===== config.mk =====
export PLATFORM = sky130hd
export DESIGN_NAME = sd_cmd_issuer_flat
export DESIGN_NICKNAME = d
export VERILOG_FILES = /design/src/rtl/sd_cmd_issuer_pkg.sv /design/src/rtl/sd_cmd_issuer_if.sv /design/src/rtl/sd_cmd_issuer_wb_access.sv /design/src/rtl/sd_cmd_issuer.sv /design/src/flat_wrapper.sv
export SDC_FILE = /design/constraint.sdc
export NUM_CORES = 1
export LEC_CHECK = 0
export BUFFER_PORTS_ARGS = -buffer_cell sky130_fd_sc_hd__buf_4
export CAP_MARGIN = 20
export CORE_UTILIZATION = 47
export DETAILED_ROUTE_END_ITERATION = 6
export MAX_ROUTING_LAYER = met4
export PLACE_DENSITY = 0.77
export SLEW_MARGIN = 20
export SYNTH_ARGS = -nofsm -noshare
export SYNTH_HDL_FRONTEND = slang
export SYNTH_SLANG_ARGS = --single-unit

===== constraint.sdc =====
create_clock -name clk -period 1.9 [get_ports clk]
set_input_delay 0.38 -clock clk [delete_from_list [all_inputs] [get_ports clk]]
set_output_delay 0.38 -clock clk [all_outputs]
set_load 0.005 [all_outputs]

===== src/rtl/sd_cmd_issuer_pkg.sv =====
// Shared definitions for the SD command issuer: sdc_controller register map,
// CMD_EVENT_STATUS bit positions, response/transfer encodings, issuer FSM
// states and the COMMAND register word builder.
package sd_bus_pkg;

  localparam logic [7:0] SDC_ADDR_ARGUMENT         = 8'h00;
  localparam logic [7:0] SDC_ADDR_COMMAND          = 8'h04;
  localparam logic [7:0] SDC_ADDR_RESPONSE_0       = 8'h08;
  localparam logic [7:0] SDC_ADDR_RESPONSE_1       = 8'h0C;
  localparam logic [7:0] SDC_ADDR_RESPONSE_2       = 8'h10;
  localparam logic [7:0] SDC_ADDR_RESPONSE_3       = 8'h14;
  localparam logic [7:0] SDC_ADDR_CMD_EVENT_STATUS = 8'h34;

  localparam int unsigned CMD_EVENT_CC   = 0;
  localparam int unsigned CMD_EVENT_EI   = 1;
  localparam int unsigned CMD_EVENT_CTE  = 2;
  localparam int unsigned CMD_EVENT_CCRC = 3;
  localparam int unsigned CMD_EVENT_CIE  = 4;

  localparam logic [1:0] RSP_TYPE_NONE       = 2'b00;
  localparam logic [1:0] RSP_TYPE_SHORT      = 2'b01;
  localparam logic [1:0] RSP_TYPE_LONG       = 2'b10;
  localparam logic [1:0] RSP_TYPE_SHORT_BUSY = 2'b11;

  localparam logic [1:0] XFER_NONE  = 2'b00;
  localparam logic [1:0] XFER_READ  = 2'b01;
  localparam logic [1:0] XFER_WRITE = 2'b10;

  typedef enum logic [2:0] {
    S_IDLE,
    S_WR_CMD,
    S_WR_ARG,
    S_POLL_RD,
    S_POLL_WAIT,
    S_RD_RSP,
    S_CLR,
    S_DONE
  } issuer_state_e;

  function automatic logic [31:0] sd_cmd_word(input logic [5:0] cmd,
                                              input logic [1:0] xfer,
                                              input logic       idx_chk,
                                              input logic       crc_chk,
                                              input logic [1:0] rsp_type);
    return {18'd0, cmd, 1'b0, xfer, idx_chk, crc_chk, 1'b0, rsp_type};
  endfunction

endpackage


===== src/rtl/sd_cmd_issuer_if.sv =====
// Wishbone master/slave bundle between the SD command issuer and the
// sdc_controller register slave. Directions are named from the master side.
interface sd_cmd_issuer_if;
  logic [7:0]  adr;
  logic [31:0] dat_o;
  logic [31:0] dat_i;
  logic [3:0]  sel;
  logic        we;
  logic        cyc;
  logic        stb;
  logic        ack;

  modport master (output adr, dat_o, sel, we, cyc, stb, input dat_i, ack);
  modport slave  (input adr, dat_o, sel, we, cyc, stb, output dat_i, ack);
endinterface


===== src/rtl/sd_cmd_issuer_wb_access.sv =====
// sd_wb_access: single-transaction Wishbone engine. A start request while the
// bus is idle launches one registered cycle; the cycle is held until ack is
// sampled, then dropped, and done pulses for one clock with the read data.
module sd_wb_access
  import sd_bus_pkg::*;
(
  input  logic                   clk,
  input  logic                   reset_n,
  input  logic                   start,
  input  logic [7:0]             adr,
  input  logic                   we,
  input  logic [31:0]            wdat,
  output logic                   done,
  output logic [31:0]            rdat,
  sd_cmd_issuer_if.master        wb
);

  logic        cyc_q;
  logic        we_q;
  logic [7:0]  adr_q;
  logic [31:0] dat_q;

  assign wb.cyc   = cyc_q;
  assign wb.stb   = cyc_q;
  assign wb.we    = we_q;
  assign wb.adr   = adr_q;
  assign wb.dat_o = dat_q;
  assign wb.sel   = '1;

  // Launch on start, hold until ack, drop the cycle and pulse done.
  // start is ignored during the done pulse so the sequencer can keep it
  // asserted for the whole state without retriggering.
  always_ff @(posedge clk or negedge reset_n) begin
    if (!reset_n) begin
      cyc_q <= 1'b0;
      we_q  <= 1'b0;
      adr_q <= '0;
      dat_q <= '0;
      done  <= 1'b0;
      rdat  <= '0;
    end else begin
      done <= 1'b0;
      if (cyc_q) begin
        if (wb.ack) begin
          cyc_q <= 1'b0;
          we_q  <= 1'b0;
          adr_q <= '0;
          dat_q <= '0;
          rdat  <= wb.dat_i;
          done  <= 1'b1;
        end
      end else if (start && !done) begin
        cyc_q <= 1'b1;
        we_q  <= we;
        adr_q <= adr;
        dat_q <= wdat;
      end
    end
  end

endmodule


===== src/rtl/sd_cmd_issuer.sv =====
// sd_cmd_issuer: runs one SD command on the sdc_controller per request:
// COMMAND write, ARGUMENT write, CMD_EVENT_STATUS polling, response readout,
// status clear. Define SD_CMD_LONG_RSP_EN to read all four response
// registers for 136-bit responses; otherwise only RESPONSE_0 is read.
module sd_cmd_issuer
  import sd_bus_pkg::*;
#(
  parameter int unsigned POLL_INTERVAL = 16,
  parameter int unsigned POLL_LIMIT    = 65535
) (
  input  logic                   clk,
  input  logic                   reset_n,
  input  logic                   req_valid,
  output logic                   req_ready,
  input  logic [5:0]             req_cmd,
  input  logic [31:0]            req_arg,
  input  logic [1:0]             req_rsp_type,
  input  logic                   req_crc_chk,
  input  logic                   req_idx_chk,
  input  logic [1:0]             req_xfer,
  output logic                   rsp_valid,
  output logic [5:0]             rsp_status,
  output logic [127:0]           rsp_data,
  output logic                   busy,
  sd_cmd_issuer_if.master        wb
);

`ifdef SD_CMD_LONG_RSP_EN
  localparam bit LONG_RSP_EN = 1'b1;
`else
  localparam bit LONG_RSP_EN = 1'b0;
`endif

  issuer_state_e    state, state_nxt;
  logic [31:0]      cmd_word_q;
  logic [31:0]      arg_q;
  logic [1:0]       rsp_type_q;
  logic [15:0]      poll_cnt;
  logic [15:0]      wait_cnt;
  logic [1:0]       rsp_idx;
  logic [3:0][31:0] rsp_words;

  logic             acc_start;
  logic [7:0]       acc_adr;
  logic             acc_we;
  logic [31:0]      acc_wdat;
  logic             acc_done;
  logic [31:0]      acc_rdat;

  logic             accept;
  logic [4:0]       poll_status;
  logic [15:0]      poll_cnt_inc;
  logic             poll_timeout;
  logic             rsp_more;

  assign req_ready    = (state == S_IDLE);
  assign busy         = ~req_ready;
  assign rsp_valid    = (state == S_DONE);
  assign rsp_data     = rsp_words;
  assign accept       = req_valid && req_ready;
  assign poll_status  = acc_rdat[CMD_EVENT_CIE:CMD_EVENT_CC];
  assign poll_cnt_inc = poll_cnt + 16'd1;
  assign poll_timeout = (poll_status == '0) && (poll_cnt_inc == 16'(POLL_LIMIT));
  assign rsp_more     = LONG_RSP_EN && (rsp_type_q == RSP_TYPE_LONG) && (rsp_idx != 2'd3);

  sd_wb_access u_access (
    .clk     (clk),
    .reset_n (reset_n),
    .start   (acc_start),
    .adr     (acc_adr),
    .we      (acc_we),
    .wdat    (acc_wdat),
    .done    (acc_done),
    .rdat    (acc_rdat),
    .wb      (wb)
  );

  // State register.
  always_ff @(posedge clk or negedge reset_n) begin
    if (!reset_n) state <= S_IDLE;
    else          state <= state_nxt;
  end

  // Next-state and bus-access request decode.
  always_comb begin
    state_nxt = state;
    acc_start = 1'b0;
    acc_adr   = '0;
    acc_we    = 1'b0;
    acc_wdat  = '0;
    case (state)
      S_IDLE: if (req_valid) state_nxt = S_WR_CMD;
      S_WR_CMD: begin
        acc_start = 1'b1;
        acc_adr   = SDC_ADDR_COMMAND;
        acc_we    = 1'b1;
        acc_wdat  = cmd_word_q;
        if (acc_done) state_nxt = S_WR_ARG;
      end
      S_WR_ARG: begin
        acc_start = 1'b1;
        acc_adr   = SDC_ADDR_ARGUMENT;
        acc_we    = 1'b1;
        acc_wdat  = arg_q;
        if (acc_done) state_nxt = S_POLL_RD;
      end
      S_POLL_RD: begin
        acc_start = 1'b1;
        acc_adr   = SDC_ADDR_CMD_EVENT_STATUS;
        if (acc_done) begin
          if (poll_status != '0)
            state_nxt = (rsp_type_q == RSP_TYPE_NONE) ? S_CLR : S_RD_RSP;
          else if (poll_timeout)
            state_nxt = S_CLR;
          else
            state_nxt = S_POLL_WAIT;
        end
      end
      S_POLL_WAIT: if (wait_cnt == 16'(POLL_INTERVAL - 1)) state_nxt = S_POLL_RD;
      S_RD_RSP: begin
        acc_start = 1'b1;
        acc_adr   = SDC_ADDR_RESPONSE_0 + {4'd0, rsp_idx, 2'b00};
        if (acc_done && !rsp_more) state_nxt = S_CLR;
      end
      S_CLR: begin
        acc_start = 1'b1;
        acc_adr   = SDC_ADDR_CMD_EVENT_STATUS;
        acc_we    = 1'b1;
        if (acc_done) state_nxt = S_DONE;
      end
      S_DONE:  state_nxt = S_IDLE;
      default: state_nxt = S_IDLE;
    endcase
  end

  // Request latch, poll/wait counters and result registers.
  always_ff @(posedge clk or negedge reset_n) begin
    if (!reset_n) begin
      cmd_word_q <= '0;
      arg_q      <= '0;
      rsp_type_q <= '0;
      poll_cnt   <= '0;
      wait_cnt   <= '0;
      rsp_idx    <= '0;
      rsp_status <= '0;
      rsp_words  <= '0;
    end else begin
      wait_cnt <= (state == S_POLL_WAIT) ? wait_cnt + 16'd1 : '0;
      if (accept) begin
        cmd_word_q <= sd_cmd_word(req_cmd, req_xfer, req_idx_chk, req_crc_chk, req_rsp_type);
        arg_q      <= req_arg;
        rsp_type_q <= req_rsp_type;
        poll_cnt   <= '0;
        rsp_idx    <= '0;
        rsp_status <= '0;
        rsp_words  <= '0;
      end
      if (state == S_POLL_RD && acc_done) begin
        poll_cnt        <= poll_cnt_inc;
        rsp_status[4:0] <= poll_status;
        if (poll_timeout) rsp_status[5] <= 1'b1;
      end
      if (state == S_RD_RSP && acc_done) begin
`ifdef SD_CMD_LONG_RSP_EN
        rsp_words[rsp_idx] <= acc_rdat;
        rsp_idx            <= rsp_idx + 2'd1;
`else
        rsp_words[0] <= acc_rdat;
`endif
      end
    end
  end

endmodule


===== src/flat_wrapper.sv =====
// flat-port wrapper written by rule: the top's interface ports become plain ports
module sd_cmd_issuer_flat import sd_bus_pkg::*;
#(
  parameter int unsigned POLL_INTERVAL = 16,
  parameter int unsigned POLL_LIMIT    = 65535
)
  (clk, reset_n, req_valid, req_ready, req_cmd, req_arg, req_rsp_type, req_crc_chk, req_idx_chk, req_xfer, rsp_valid, rsp_status, rsp_data, busy, wb_adr, wb_dat_o, wb_sel, wb_we, wb_cyc, wb_stb, wb_dat_i, wb_ack);
  sd_cmd_issuer_if wb_i ();
  input  logic clk;
  input  logic reset_n;
  input  logic req_valid;
  output logic req_ready;
  input  logic [5:0] req_cmd;
  input  logic [31:0] req_arg;
  input  logic [1:0] req_rsp_type;
  input  logic req_crc_chk;
  input  logic req_idx_chk;
  input  logic [1:0] req_xfer;
  output logic rsp_valid;
  output logic [5:0] rsp_status;
  output logic [127:0] rsp_data;
  output logic busy;
  output wire logic [$bits(wb_i.adr)-1:0] wb_adr;
  output wire logic [$bits(wb_i.dat_o)-1:0] wb_dat_o;
  output wire logic [$bits(wb_i.sel)-1:0] wb_sel;
  output wire logic [$bits(wb_i.we)-1:0] wb_we;
  output wire logic [$bits(wb_i.cyc)-1:0] wb_cyc;
  output wire logic [$bits(wb_i.stb)-1:0] wb_stb;
  input wire logic [$bits(wb_i.dat_i)-1:0] wb_dat_i;
  input wire logic [$bits(wb_i.ack)-1:0] wb_ack;
  assign wb_adr = wb_i.adr;
  assign wb_dat_o = wb_i.dat_o;
  assign wb_sel = wb_i.sel;
  assign wb_we = wb_i.we;
  assign wb_cyc = wb_i.cyc;
  assign wb_stb = wb_i.stb;
  assign wb_i.dat_i = wb_dat_i;
  assign wb_i.ack = wb_ack;
  sd_cmd_issuer #(.POLL_INTERVAL(POLL_INTERVAL), .POLL_LIMIT(POLL_LIMIT)) u_core (.clk(clk), .reset_n(reset_n), .req_valid(req_valid), .req_ready(req_ready), .req_cmd(req_cmd), .req_arg(req_arg), .req_rsp_type(req_rsp_type), .req_crc_chk(req_crc_chk), .req_idx_chk(req_idx_chk), .req_xfer(req_xfer), .rsp_valid(rsp_valid), .rsp_status(rsp_status), .rsp_data(rsp_data), .busy(busy), .wb(wb_i));
endmodule

# Yosys cells after proc, flatten, opt, wreduce, memory -nomap -nowiden
# Index checks and enable logic that the tools add are counted.
# classes
add_sub_neg	2
n_eq_ne	17
mux	37
bitwise_logic	1
reduce_logical	19
# op_table
op	count
$mux W32	5
$pmux W32 S2	1
$mux W16	3
$add A16 B1 Y16 const B	2
$mux W3	8
$mux W8	3
$pmux W3 S8	1
$pmux W6 S3	1
$eq A16 B16 Y1 const B	1
$eq A16 B4 Y1 const B	1
$ne A2 B2 Y1 const B	7
$eq A3 B3 Y1 const B	4
$mux W6	2
$mux W1	11
$reduce_and A7 Y1	1
$eq A3 B2 Y1 const B	2
$reduce_bool A2 Y1	3
$logic_and A1 B1 Y1	5
$logic_not A5 Y1	1
$reduce_bool A5 Y1	1
$reduce_or A5 Y1	1
$mux W2	2
$reduce_and A2 Y1	2
$eq A3 B1 Y1 const B	1
other kinds (7)	7
# word_totals
register_bits	194
in_bits	80
word_cells	91

# Longest topological paths before layout
# depth
ltp_word	7
mapped_depth	8
depth_no_buf	6

# Cells and area by module
# From an unflattened synthesis, not the netlist that was laid out.
# hier_totals
hier_cells	969
hier_area_um2	9994.6
# by_module_without_submodules
mod	n_inst	cells_per_inst	area_each_um2	seq_area_each_um2
sd_cmd_issuer	1	653	6047.0	2927.8
sd_wb_access	1	316	3947.5	1876.8

# Worst setup path before layout
# Ideal clock, no wire load.
# synth_timing
path_type	register to register
from	reg u_core.state[0]
to	reg u_core.arg_q[14]
setup_time_ns	0.128
arrival_time_ns	1.922
required_ns	1.772
setup_slack_ns	-0.150
path_stages_with_launch	8
n_path_buf	4
period_less_slack_ns	2.050
path_cell_list	dfrtp_1 -> clkbuf_1 -> nor3_1 -> and2_1 -> clkbuf_1 -> buf_2 -> buf_2 -> mux2_1
# synth_between
elab_chain_len	2
# synth_rtl
element	line	text
start: declaration	sd_cmd_issuer.sv:34	issuer_state_e state, state_nxt;
start signal: assignment	sd_cmd_issuer.sv:81	else state <= state_nxt;
$logic_not A3 Y1	sd_cmd_issuer.sv:56	assign req_ready = (state == S_IDLE);
named net req_ready	flat_wrapper.sv:12	output logic req_ready;
$logic_and A1 B1 Y1	sd_cmd_issuer.sv:60	assign accept = req_valid && req_ready;
end signal: assignment	sd_cmd_issuer.sv:151	arg_q <= req_arg;
end: declaration	sd_cmd_issuer.sv:36	logic [31:0] arg_q;
# The timed path passes the listed nets, and every way through them passes these cells.
# A chain may end at the register's enable or synchronous reset.

# Worst setup path after layout
# layout_timing
from	reg u_core.state[2]
to	out busy
# layout_between
elab_chain_len	2
# layout_rtl
element	line	text
$logic_not A3 Y1	sd_cmd_issuer.sv:56	
$not A1 Y1	sd_cmd_issuer.sv:57	assign busy = ~req_ready;
end: declaration	flat_wrapper.sv:22	output logic busy;
# No other way between the ends.

==> flow_metrics.env <==
export IMPL_status="completed"
export IMPL_min_to="u_core.u_access.wb.cyc"
export IMPL_reg2reg_depth=5
export IMPL_drive_gt1_share_pct=30.5
export IMPL_min_period_over_period_pct=98.8
export IMPL_r2r_slack_ns=0.06
export IMPL_yosys_area_top_type_share_pct=54.4
export IMPL_grt_max_degree=50
export IMPL_synth_flop_cell="dfrtp_1"
export IMPL_critPathArrivalTime_ns=1.50
export IMPL_hold_violations=0
export IMPL_dr_total_vias=6075
export IMPL_syn_avg_cell_area_um2=11.0
export IMPL_nNetsFinal=1039
export IMPL_fp_coreArea_um2=18000
export IMPL_mostFrequentLayoutCells="buf_4, dfrtp_1, conb_1"
export IMPL_ioPinCount=264
export IMPL_fmax_mhz=533
export IMPL_relSlewSlack_pct=65.9
export IMPL_hp_class="in -> reg"
export IMPL_viasPerCell=5.08
export IMPL_grt_pass1_vias=5837
export IMPL_dieHeight_um=137
export IMPL_nFillCells=1447
export IMPL_grt_pass1_wl_um=29000
export IMPL_seq_area_frac_synth_pct=54.4
export IMPL_dp_cells=1161
export IMPL_cap_violations=0
export IMPL_yosys_warnings=0
export IMPL_insertion_delay_ns=0.43
export IMPL_rsz0062_at_grt="yes"
export IMPL_grt_total_usage_pct=20.6
export IMPL_vdd_drop_max_mv=0.767
export IMPL_start_kind="flop"
export IMPL_dp_slack_ns=-0.0175
export IMPL_utilization_pct=59.3
export IMPL_multi_input_area_um2=3310
export IMPL_yosys_register_bits=187
export IMPL_reg2reg_to="u_core.rsp_status[5]"
export IMPL_synth_async_reset_ratio_pct=100
export IMPL_drv_slew=0
export IMPL_worst_pin_slew_ns=0.511
export IMPL_cts_buffer_depth=2
export IMPL_first_iter_violations=387
export IMPL_regArea_um2=4680
export IMPL_power_switching_mw=4.67
export IMPL_holdPathStages=2
export IMPL_crit_fanout=13
export IMPL_r2r_start="u_core.poll_cnt[6]"
export IMPL_hpwlAfterDp_um=12400
export IMPL_synth_top_cell_by_area="dfrtp_1"
export IMPL_setup_tns_ns=0
export IMPL_antenna_found_initial=0
export IMPL_gp_congestion=0.812
export IMPL_clkSinkCount=187
export IMPL_layout_min_cycle_time_ns=1.88
export IMPL_synth_edf_count=0
export IMPL_syn_inst=782
export IMPL_die_area_um2=18800
export IMPL_worstHoldStart="wb_ack"
export IMPL_fin_ws_ns=0.0221
export IMPL_routed_wl_um=18200
export IMPL_crit_type="reg -> out"
export IMPL_start_util_pct=47.9
export IMPL_swShare_pct=31.4
export IMPL_holdWs_ns=0.128
export IMPL_netlist_area_um2=8600
export IMPL_postRouteAntennaNets=0
export IMPL_pwr_share_seq_pct=43.4
export IMPL_drc_errors=0
export IMPL_p_leak_nw=5.13
export IMPL_end_kind="output port"
export IMPL_rows=49
export IMPL_cp_required_ns=1.52
export IMPL_clock_power_share_pct=23.9
export IMPL_p_int_mw=10.2
export IMPL_comb_power_share_pct=32.7
export IMPL_cts_htree_levels=4
export IMPL_diodes=0
export IMPL_clockRootBuffer="clkbuf_16"
export IMPL_tritoncts="built"
export IMPL_layout_commonest_cell="buf_4"
export IMPL_synth_area_leaders="dfrtp_1, buf_4, mux2_2, mux2_1, nand2_1"
export IMPL_numCtsBuffers=17
export IMPL_fin_area_um2=10600
export IMPL_io_buffers=159
export IMPL_wire_per_inst_um=15.2
export IMPL_ys_types=58
export IMPL_skew_ns=0.00880
export IMPL_power_density_nw_per_um2=1400
export IMPL_dpl_cell_area_um2=9960
export IMPL_syn_to_final_growth_pct=23.8
export IMPL_p_total_mw=14.9
export IMPL_cts_clk_slew_worst_paths_ns=0.07
export IMPL_fp_dieW_um=137
export IMPL_drt_pass1_iter_count=7
export IMPL_fin_cells=1197
export IMPL_globalRouteOverflowTotal=0
export IMPL_setup_viol=0
## layout make-up
cell class              count  area share [%]
multi-input cells         527            31.1
clock buffers              21            4.23
flip-flops and latches    187            44.0
well taps                 229            2.69
repair buffers            205            16.2
clock inverters            10            1.22
inverters                  18           0.634
## power groups by stage
stage	Clock (mW)	Sequential (mW)	Combinational, mW
CTS	3.59	6.45	4.76
global placement	0	6.45	4.57
detailed placement	0	6.48	4.73
floorplan	0	6.33	2.73
finish	3.55	6.46	4.87
global route	3.76	6.64	5.35
## registers in the layout, summed over array words and instances (netlist names)
signal and cells:
u_core.wait_cnt 16, u_core.poll_cnt 16, u_core.cmd_word_q 11, u_core.u_access.wb.we 1, u_core.u_access.wb.cyc 1, u_core.u_access.done 1
u_core.u_access.wb.dat_o 32, u_core.u_access.rdat 32, u_core.u_access.wb.adr 3, u_core.state 3, u_core.rsp_type_q 1, u_core.rsp_status 6
u_core.arg_q 32, u_core.rsp_data 32
## worst max-delay path by stage
stage	endpoint	slack [ns]	startpoint
6_report	busy	0.02	u_core.state[2]
5_1_grt	u_core.u_access.wb.dat_o[6]	-0.07	u_core.state[1]
4_1_cts	busy	0.001	u_core.state[2]
3_5_place_dp	u_core.rsp_status[5]	-0.02	u_core.poll_cnt[1]
3_3_place_gp	u_core.rsp_status[5]	0.04	u_core.poll_cnt[1]
2_1_floorplan	u_core.arg_q[14]	0.006	u_core.state[0]
## cell usage after synthesis, drive strengths merged (2+ instances only)
cell type,number
xor2,14
buf,116
or3,5
a22o,20
clkbuf,36
inv,18
nor3,6
xnor2,6
nor4,7
o22ai,4
a21o,2
nand4,12
nor2,30
conb,2
nand2,102
or4,2
and2,3
nand2b,3
a222oi,12
nand3,11
o41ai,2
and4,2
and3,5
mux2,77
dfrtp,187
a21oi,13
or2,2
o21ai,59
o31ai,4
o21a,2
ha,3
## critical path, cell delays in order (launching register included)
cell and delay, ns:
dfrtp_1 0.40, buf_6 0.16, nor3_4 0.20, buf_4 0.15, inv_1 0.04, buf_4 0.12
## what timing repair did
action,in CTS,in global routing
hold buffers,1,0
buffers inserted,0,3
gates cloned,0,1
pin swaps,0,4
setup endpoints to repair,4,12
gates resized for setup,4,10
hold endpoints to repair,45,0
## logic make-up after synthesis
family,share of synthesized area (%)
simple gates,10.8
flops,54.4
buf+inv,12.3
compound gates,9.66
mux,10.2
xor+xnor,2.04
fa+ha+maj,0.437
other cells,0.0873
## per-layer routing
| metal | routed length, um | track usage (%) | vias up |
|---|---|---|---|
| li1 | - | - | 2832 |
| met1 | 7720 | 25.5 | 2991 |
| met2 | 9040 | 33.0 | 225 |
| met3 | 1130 | 5.63 | 27 |
| met4 | 293 | 6.17 | 0 |
| met5 | 0 | - | - |
Power figures use the tool's default switching activity.
